$ cat config.mk
export PLATFORM = sky130hd
export DESIGN_NAME = ray_dir_gen
export DESIGN_NICKNAME = d
export VERILOG_FILES = /design/src/rtl/ray_pkg.sv /design/src/rtl/fp_mult.sv /design/src/rtl/ray_dir_gen.sv
export SDC_FILE = /design/constraint.sdc
export NUM_CORES = 2
export LEC_CHECK = 0
export ABC_CLOCK_PERIOD_IN_PS = 9300
export CAP_MARGIN = 30
export CELL_PAD_IN_SITES_DETAIL_PLACEMENT = 2
export CELL_PAD_IN_SITES_GLOBAL_PLACEMENT = 2
export CORE_MARGIN = 3
export CORE_UTILIZATION = 24
export DETAILED_ROUTE_END_ITERATION = 8
export GPL_ROUTABILITY_DRIVEN = 0
export PLACE_DENSITY_LB_ADDON = 0.15
export SLEW_MARGIN = 5
export SYNTH_ARGS = -nofsm -noshare
export SYNTH_HDL_FRONTEND = slang
export SYNTH_SLANG_ARGS = --single-unit
$ cat constraint.sdc
create_clock -name clk_in -period 9.3 [get_ports clk_in]
set_input_delay 2.79 -clock clk_in [delete_from_list [all_inputs] [get_ports clk_in]]
set_output_delay 2.79 -clock clk_in [all_outputs]
set_load 0.01 [all_outputs]
$ cat src/rtl/ray_pkg.sv
// ray_pkg: shared types and helpers for the ray direction generator.
//   fp88_t   : signed 8.8 fixed-point value
//   FP_FRAC  : fraction bits of fp88_t
//   CAM_FRAC : fraction bits of cameraX (signed Q2.16)
//   state_t  : sweep FSM states
//   sat16    : clamp a 17-bit signed sum into the fp88_t range
package ray_pkg;

    typedef logic signed [15:0] fp88_t;

    localparam int FP_FRAC  = 8;
    localparam int CAM_FRAC = 16;

    typedef enum logic [1:0] {
        IDLE,
        SWEEP,
        DRAIN
    } state_t;

    // A 17-bit sum overflowed 16 bits exactly when its top two bits differ;
    // the top bit then tells which rail to pin to.
    function automatic fp88_t sat16(input logic signed [16:0] v);
        if (v[16] != v[15])
            return v[16] ? 16'sh8000 : 16'sh7FFF;
        else
            return v[15:0];
    endfunction

endpackage

$ cat src/rtl/fp_mult.sv
// fp_mult: registered signed 16x18 multiply, result scaled back to 8.8.
//   clk_in  : clock
//   rst_in  : async active-low reset
//   en_in   : pipeline advance; the product register holds when low
//   a_in    : signed 8.8 operand (plane component)
//   b_in    : signed Q2.16 operand (cameraX)
//   p_out   : floor((a*b) >> 16), truncated to signed 8.8
module fp_mult
    import ray_pkg::*;
(
    input  logic               clk_in,
    input  logic               rst_in,
    input  logic               en_in,
    input  logic signed [15:0] a_in,
    input  logic signed [17:0] b_in,
    output logic signed [15:0] p_out
);

    logic signed [33:0] prod;
    logic               prod_unused;

    assign prod = a_in * b_in;

    // Taking bits [31:16] of the two's-complement product is the arithmetic
    // shift (floor) followed by truncation to 16 bits.
    assign prod_unused = ^{prod[33:32], prod[CAM_FRAC-1:0]};

    always_ff @(posedge clk_in or negedge rst_in) begin
        if (!rst_in)
            p_out <= '0;
        else if (en_in)
            p_out <= prod[CAM_FRAC +: 16];
    end

endmodule

$ cat src/rtl/ray_dir_gen.sv
// ray_dir_gen: per-column ray direction generator.
// On frame_start_in (in IDLE) the player pose is snapshotted; then one beat
// per screen column is streamed: rayDir = dir + plane * cameraX, with
// cameraX sweeping -1 .. +1 in CAM_STEP increments.
// Pipeline: issue counter -> S1 (col, cam) -> S2 (plane*cam) -> S3 (add, out).
// All stages advance together on en = ~ray_valid_out | ray_ready_in.
// Ports:
//   clk_in, rst_in (async active-low), frame_start_in (1-cycle pulse)
//   posX_in/posY_in (unsigned 8.8), dirX_in/dirY_in, planeX_in/planeY_in
//   ray_valid_out / ray_ready_in handshake, ray_col_out, ray_last_out
//   rayDirX_out/rayDirY_out (signed 8.8), rayPosX_out/rayPosY_out
//   busy_out (sweep in progress), overrun_out (sticky dropped frame_start)
// Build option: define RAY_DIR_SAT_EN to saturate the stage-3 sum instead
// of wrapping it.
module ray_dir_gen
    import ray_pkg::*;
#(
    parameter int SCREEN_WIDTH = 320,
    parameter int COL_W        = $clog2(SCREEN_WIDTH),
    parameter int CAM_STEP     = (2 * 65536 + SCREEN_WIDTH / 2) / SCREEN_WIDTH
) (
    input  logic             clk_in,
    input  logic             rst_in,
    input  logic             frame_start_in,
    input  logic [15:0]      posX_in,
    input  logic [15:0]      posY_in,
    input  logic [15:0]      dirX_in,
    input  logic [15:0]      dirY_in,
    input  logic [15:0]      planeX_in,
    input  logic [15:0]      planeY_in,
    output logic             ray_valid_out,
    input  logic             ray_ready_in,
    output logic [COL_W-1:0] ray_col_out,
    output logic             ray_last_out,
    output logic [15:0]      rayDirX_out,
    output logic [15:0]      rayDirY_out,
    output logic [15:0]      rayPosX_out,
    output logic [15:0]      rayPosY_out,
    output logic             busy_out,
    output logic             overrun_out
);

    localparam int              STAGES   = 3;
    localparam int              NUM_AX   = 2;   // 0 = X, 1 = Y
    localparam logic [COL_W-1:0] LAST_COL = COL_W'(SCREEN_WIDTH - 1);
    localparam logic signed [17:0] CAM_START = -18'sd65536;
    localparam logic signed [17:0] CAM_INC   = 18'(CAM_STEP);

    state_t state_q, state_d;

    logic [NUM_AX-1:0][15:0] pos_q, dir_q, plane_q;
    logic [COL_W-1:0]        col_q;
    logic signed [17:0]      cam_q;

    logic [STAGES:1]         vld_pipe;
    logic                    issue;
    logic                    en;

    logic [COL_W-1:0]        s1_col, s2_col;
    logic signed [17:0]      s1_cam;
    logic [NUM_AX-1:0][15:0] s2_prod;
    logic [NUM_AX-1:0][16:0] sum;
    logic [NUM_AX-1:0][15:0] dir_red;
    logic [NUM_AX-1:0][15:0] out_dir;
    logic [COL_W-1:0]        out_col;
    logic                    out_last;

    assign en    = ~vld_pipe[STAGES] | ray_ready_in;
    assign issue = (state_q == SWEEP);

    // ---------------- FSM ----------------
    always_ff @(posedge clk_in or negedge rst_in) begin
        if (!rst_in)
            state_q <= IDLE;
        else
            state_q <= state_d;
    end

    always_comb begin
        state_d = state_q;
        case (state_q)
            IDLE:    if (frame_start_in) state_d = SWEEP;
            SWEEP:   if (en && col_q == LAST_COL) state_d = DRAIN;
            DRAIN:   if (vld_pipe[STAGES] && ray_ready_in && out_last)
                         state_d = IDLE;
            default: state_d = IDLE;
        endcase
    end

    // ---------------- snapshot, issue counter, overrun ----------------
    always_ff @(posedge clk_in or negedge rst_in) begin
        if (!rst_in) begin
            pos_q       <= '0;
            dir_q       <= '0;
            plane_q     <= '0;
            col_q       <= '0;
            cam_q       <= '0;
            overrun_out <= 1'b0;
        end else begin
            if (state_q == IDLE && frame_start_in) begin
                pos_q   <= {posY_in,   posX_in};
                dir_q   <= {dirY_in,   dirX_in};
                plane_q <= {planeY_in, planeX_in};
                col_q   <= '0;
                cam_q   <= CAM_START;
            end else if (issue && en) begin
                col_q <= col_q + 1'b1;
                cam_q <= cam_q + CAM_INC;
            end
            // A pulse outside IDLE is dropped; the running sweep is untouched.
            if (frame_start_in && state_q != IDLE)
                overrun_out <= 1'b1;
        end
    end

    // ---------------- pipeline ----------------
    always_ff @(posedge clk_in or negedge rst_in) begin
        if (!rst_in) begin
            vld_pipe <= '0;
            s1_col   <= '0;
            s1_cam   <= '0;
            s2_col   <= '0;
            out_col  <= '0;
            out_last <= 1'b0;
            out_dir  <= '0;
        end else if (en) begin
            vld_pipe <= {vld_pipe[STAGES-1:1], issue};
            s1_col   <= col_q;
            s1_cam   <= cam_q;
            s2_col   <= s1_col;
            out_col  <= s2_col;
            out_last <= vld_pipe[2] && (s2_col == LAST_COL);
            out_dir  <= dir_red;
        end
    end

    genvar a;
    generate
        for (a = 0; a < NUM_AX; a++) begin : g_axis
            fp_mult u_mult (
                .clk_in (clk_in),
                .rst_in (rst_in),
                .en_in  (en),
                .a_in   (plane_q[a]),
                .b_in   (s1_cam),
                .p_out  (s2_prod[a])
            );

            assign sum[a] = {dir_q[a][15], dir_q[a]} + {s2_prod[a][15], s2_prod[a]};
`ifdef RAY_DIR_SAT_EN
            assign dir_red[a] = sat16($signed(sum[a]));
`else
            logic sum_unused;
            assign sum_unused = sum[a][16];
            assign dir_red[a] = sum[a][15:0];
`endif
        end
    endgenerate

    // ---------------- outputs ----------------
    assign ray_valid_out = vld_pipe[STAGES];
    assign ray_col_out   = out_col;
    assign ray_last_out  = out_last;
    assign rayDirX_out   = out_dir[0];
    assign rayDirY_out   = out_dir[1];
    assign rayPosX_out   = pos_q[0];
    assign rayPosY_out   = pos_q[1];
    assign busy_out      = (state_q != IDLE);

endmodule

==> impl_metrics.ini <==
[min_path]
hold_end = s1_cam[1]
min_path_cells = 2
hp-start = s1_cam[1]
hold_class = flip-flop to flip-flop

[global_route]
grt_max_degree = 140
antenna_found_initial = 5
grt-ovfl-total = 0
grt_pass1_wl_um = 152000
grt_usage_pct = 15.5
grt_pass1_vias = 25300

[cells_and_area]
multi_input_comb_area_sq_mm = 0.0209
mostFrequentLayoutCells = nand2_1, inv_1, fa_1
final_area_sq_mm = 0.0345
fillers = 13800
drive_above_1_share_pct = 3.63
syn_to_final_growth_pct = 16.4
nets = 4217
seq_area_sq_mm = 0.00594
fin_cells = 5045
final_common_cell = nand2_1

[drt]
ant_nets = 0
drc_errors = 0
vias = 21600
drt-initial-drc-count = 628
drt-total-wl_um = 95400
wl_per_cell_um = 18.9
first_pass_iters = 4
routed_via_density = 4.28

[critical_path]
r2r_cells = 18
path_buf_inv = 4
end_kind = flip-flop
worstPathMaxFanout = 24
path_class = flip-flop to flip-flop
crit_chain = buf_4 -> nand2_1 -> inv_1 -> fa_1 -> inv_1 -> fa_1 -> inv_1 -> fa_1 -> fa_1 -> fa_1 -> fa_1 -> ha_1 -> and3_1 -> and4_1 -> nor3_2 -> o31ai_1 -> a2111oi_0 -> nor3_1
start_kind = flip-flop
ff2ff_setup_slack_ns = 2.16
cp.required_ns = 9.75
critical_path.top_delay_family = adder cells
timing.rr.start = s1_cam[17]
regToRegEndpoint = g_axis[1].u_mult.p_out[13]
cp_slowest_stage_delay_ns = 0.80
cpMostUsedCell = fa_1
slowest_stage = fa_1
worstPathArrival_ns = 7.59

[synthesis]
syn-cell-area_sq_mm = 0.0297
synth_top_area_share_pct = 36.8
yosysTopAreaCell = fa_1
synth_area_per_cell_sq_um = 9.06
synthTopCellsByArea = fa_1, dfrtp_1, nand2_1
yosysSeqAreaShare_pct = 20.0
synth_edf_count = 0
yosys_warnings = 0
synth_seq_cells = 237
syn_inst = 3276
async_flop_share_pct = 100
yosysUniqueCellTypes = 59
synth_ff_type = dfrtp_1

[floorplan]
fp.dieH_um = 358
initial_core_util_pct = 24.3
core-area_sq_mm = 0.122
num_rows = 128
die_area_sq_mm = 0.128
die_w_um = 358
num_io_pins = 177

[placement]
dpl_cell_area_sq_mm = 0.0333
hpwl_um = 73300
io_buffers = 176
placed_cells = 4979

[clock_network]
postCtsHoldBufs = 0
cts_resized = 0
cts_sinks = 237
clk_path_buf_depth = 3
tritoncts = done
clkSlewWorstSetupHoldPaths_ns = 0.06
cts_made_buffers = 37
clock_latency_ns = 0.59
postCtsSetupBuffers = 0
root_buffer = clkbuf_16
htree_levels = 2

[job]
drv_cap = 0

[outcome]
outcome = finished, final reports clean

[timing]
setup_viol = 0
finalCritPeriodShare_pct = 76.7
slew_violations = 0
relSlewSlack_pct = 36.6
hold_violations = 0
fmax_mhz = 140
tightest_slew_ns = 0.950
skew_ns = 0.0369
layout_min_cycle_time_ns = 7.14
fin_tns_setup_ns = 0
rsz0062_at_grt = false
## through the flow
step / setup WS, ns / hold WS, ns / utilization [%]
4_1_cts: 2.06 / 0.472 / 28.2
2_1_floorplan: 3.28 / 0.439 / -
5_1_grt: 1.74 / 0.499 / 28.2
3_3_place_gp: 2.11 / 0.452 / 27.2
3_5_place_dp: 2.08 / 0.460 / 27.2
6_report: 2.16 / 0.465 / 28.2
## per-layer routing
| layer | up-vias | track usage, % | wire [um] |
|---|---|---|---|
| met4 | 2 | 2.79 | 1600 |
| met3 | 74 | 2.01 | 2430 |
| met5 | - | 0 | 13 |
| met2 | 185 | 25.9 | 46200 |
| li1 | 9908 | - | - |
| met1 | 11400 | 21.5 | 45200 |
## area by class of cell
type | count | area share (%)
repair buffers | 211 | 5.95
inverters | 634 | 6.89
well taps | 1625 | 5.88
clock buffers | 49 | 2.96
clock inverters | 15 | 0.601
flip-flops and latches | 237 | 17.2
diodes | 2 | 0.0145
multi-input cells | 2272 | 60.5
## synthesized netlist by cell type, types with 3 or more instances
master     instances
o21ai_0           56
xor2_1            26
a21oi_1           71
nor3_1            25
nand2b_1          23
nand3_1           24
a211oi_1          17
o2111ai_1          3
nor2_1           102
a31oi_1            7
xnor2_1           68
nor2b_1            4
o31ai_1           13
o21a_1             4
and3_1             8
buf_1              8
fa_1             546
clkbuf_1         143
a21o_1            11
and2_1           256
nand4_1           11
or3_1             14
or2_2              6
dfrtp_1          237
nand2_1          736
nor3b_1            5
a31o_2             4
a211o_1            3
inv_1            633
ha_1             178
## how the worst max path moves through the flow
| stage | from | end | slack, ns | depth (start not counted) |
|---|---|---|---|---|
| 3_5_place_dp | s1_cam[17] | g_axis[1].u_mult.p_out[13] | 2.08 | 18 |
| 5_1_grt | s1_cam[17] | g_axis[1].u_mult.p_out[13] | 1.74 | 18 |
| 3_3_place_gp | s1_cam[17] | g_axis[1].u_mult.p_out[13] | 2.11 | 18 |
| 2_1_floorplan | plane_q[24] | g_axis[1].u_mult.p_out[14] | 3.28 | 23 |
| 6_report | s1_cam[17] | g_axis[1].u_mult.p_out[13] | 2.16 | 18 |
| 4_1_cts | s1_cam[17] | g_axis[1].u_mult.p_out[13] | 2.06 | 18 |
## logic make-up after synthesis
group | Yosys count | synth area share [%]
buffers and inverters | 785 | 9.92
AOI/OAI and AO/OA | 209 | 4.30
adders and majority gates | 724 | 44.3
other | 2 | 0.0253
DFF | 237 | 20.0
and+or+nand+nor | 1223 | 18.6
muxes | 2 | 0.0758
xor gates and xnor gates | 94 | 2.77
## registers in the layout, indices dropped and copies added (netlist names)
register	cells
cam_q	17
col_q	9
dir_q	32
g_axis.u_mult.p_out	32
overrun_out	1
plane_q	32
rayDirX_out	16
rayDirY_out	16
rayPosX_out	16
rayPosY_out	16
ray_col_out	9
ray_last_out	1
s1_cam	17
s1_col	9
s2_col	9
state_q	2
vld_pipe	3
## worst reg2reg max path: stages, from the launching register on
cell and delay, ns:
dfrtp_1 0.52, buf_4 0.33, nand2_1 0.19, inv_1 0.11, fa_1 0.72, inv_1 0.15, fa_1 0.80, inv_1 0.23
fa_1 0.50, fa_1 0.59, fa_1 0.44, fa_1 0.44, ha_1 0.38, and3_1 0.24, and4_1 0.21, nor3_2 0.38
o31ai_1 0.18, a2111oi_0 0.51, nor3_1 0.10
Power is not shown: default switching activity piles up to over one toggle a cycle in this logic, so the estimate is an artifact.
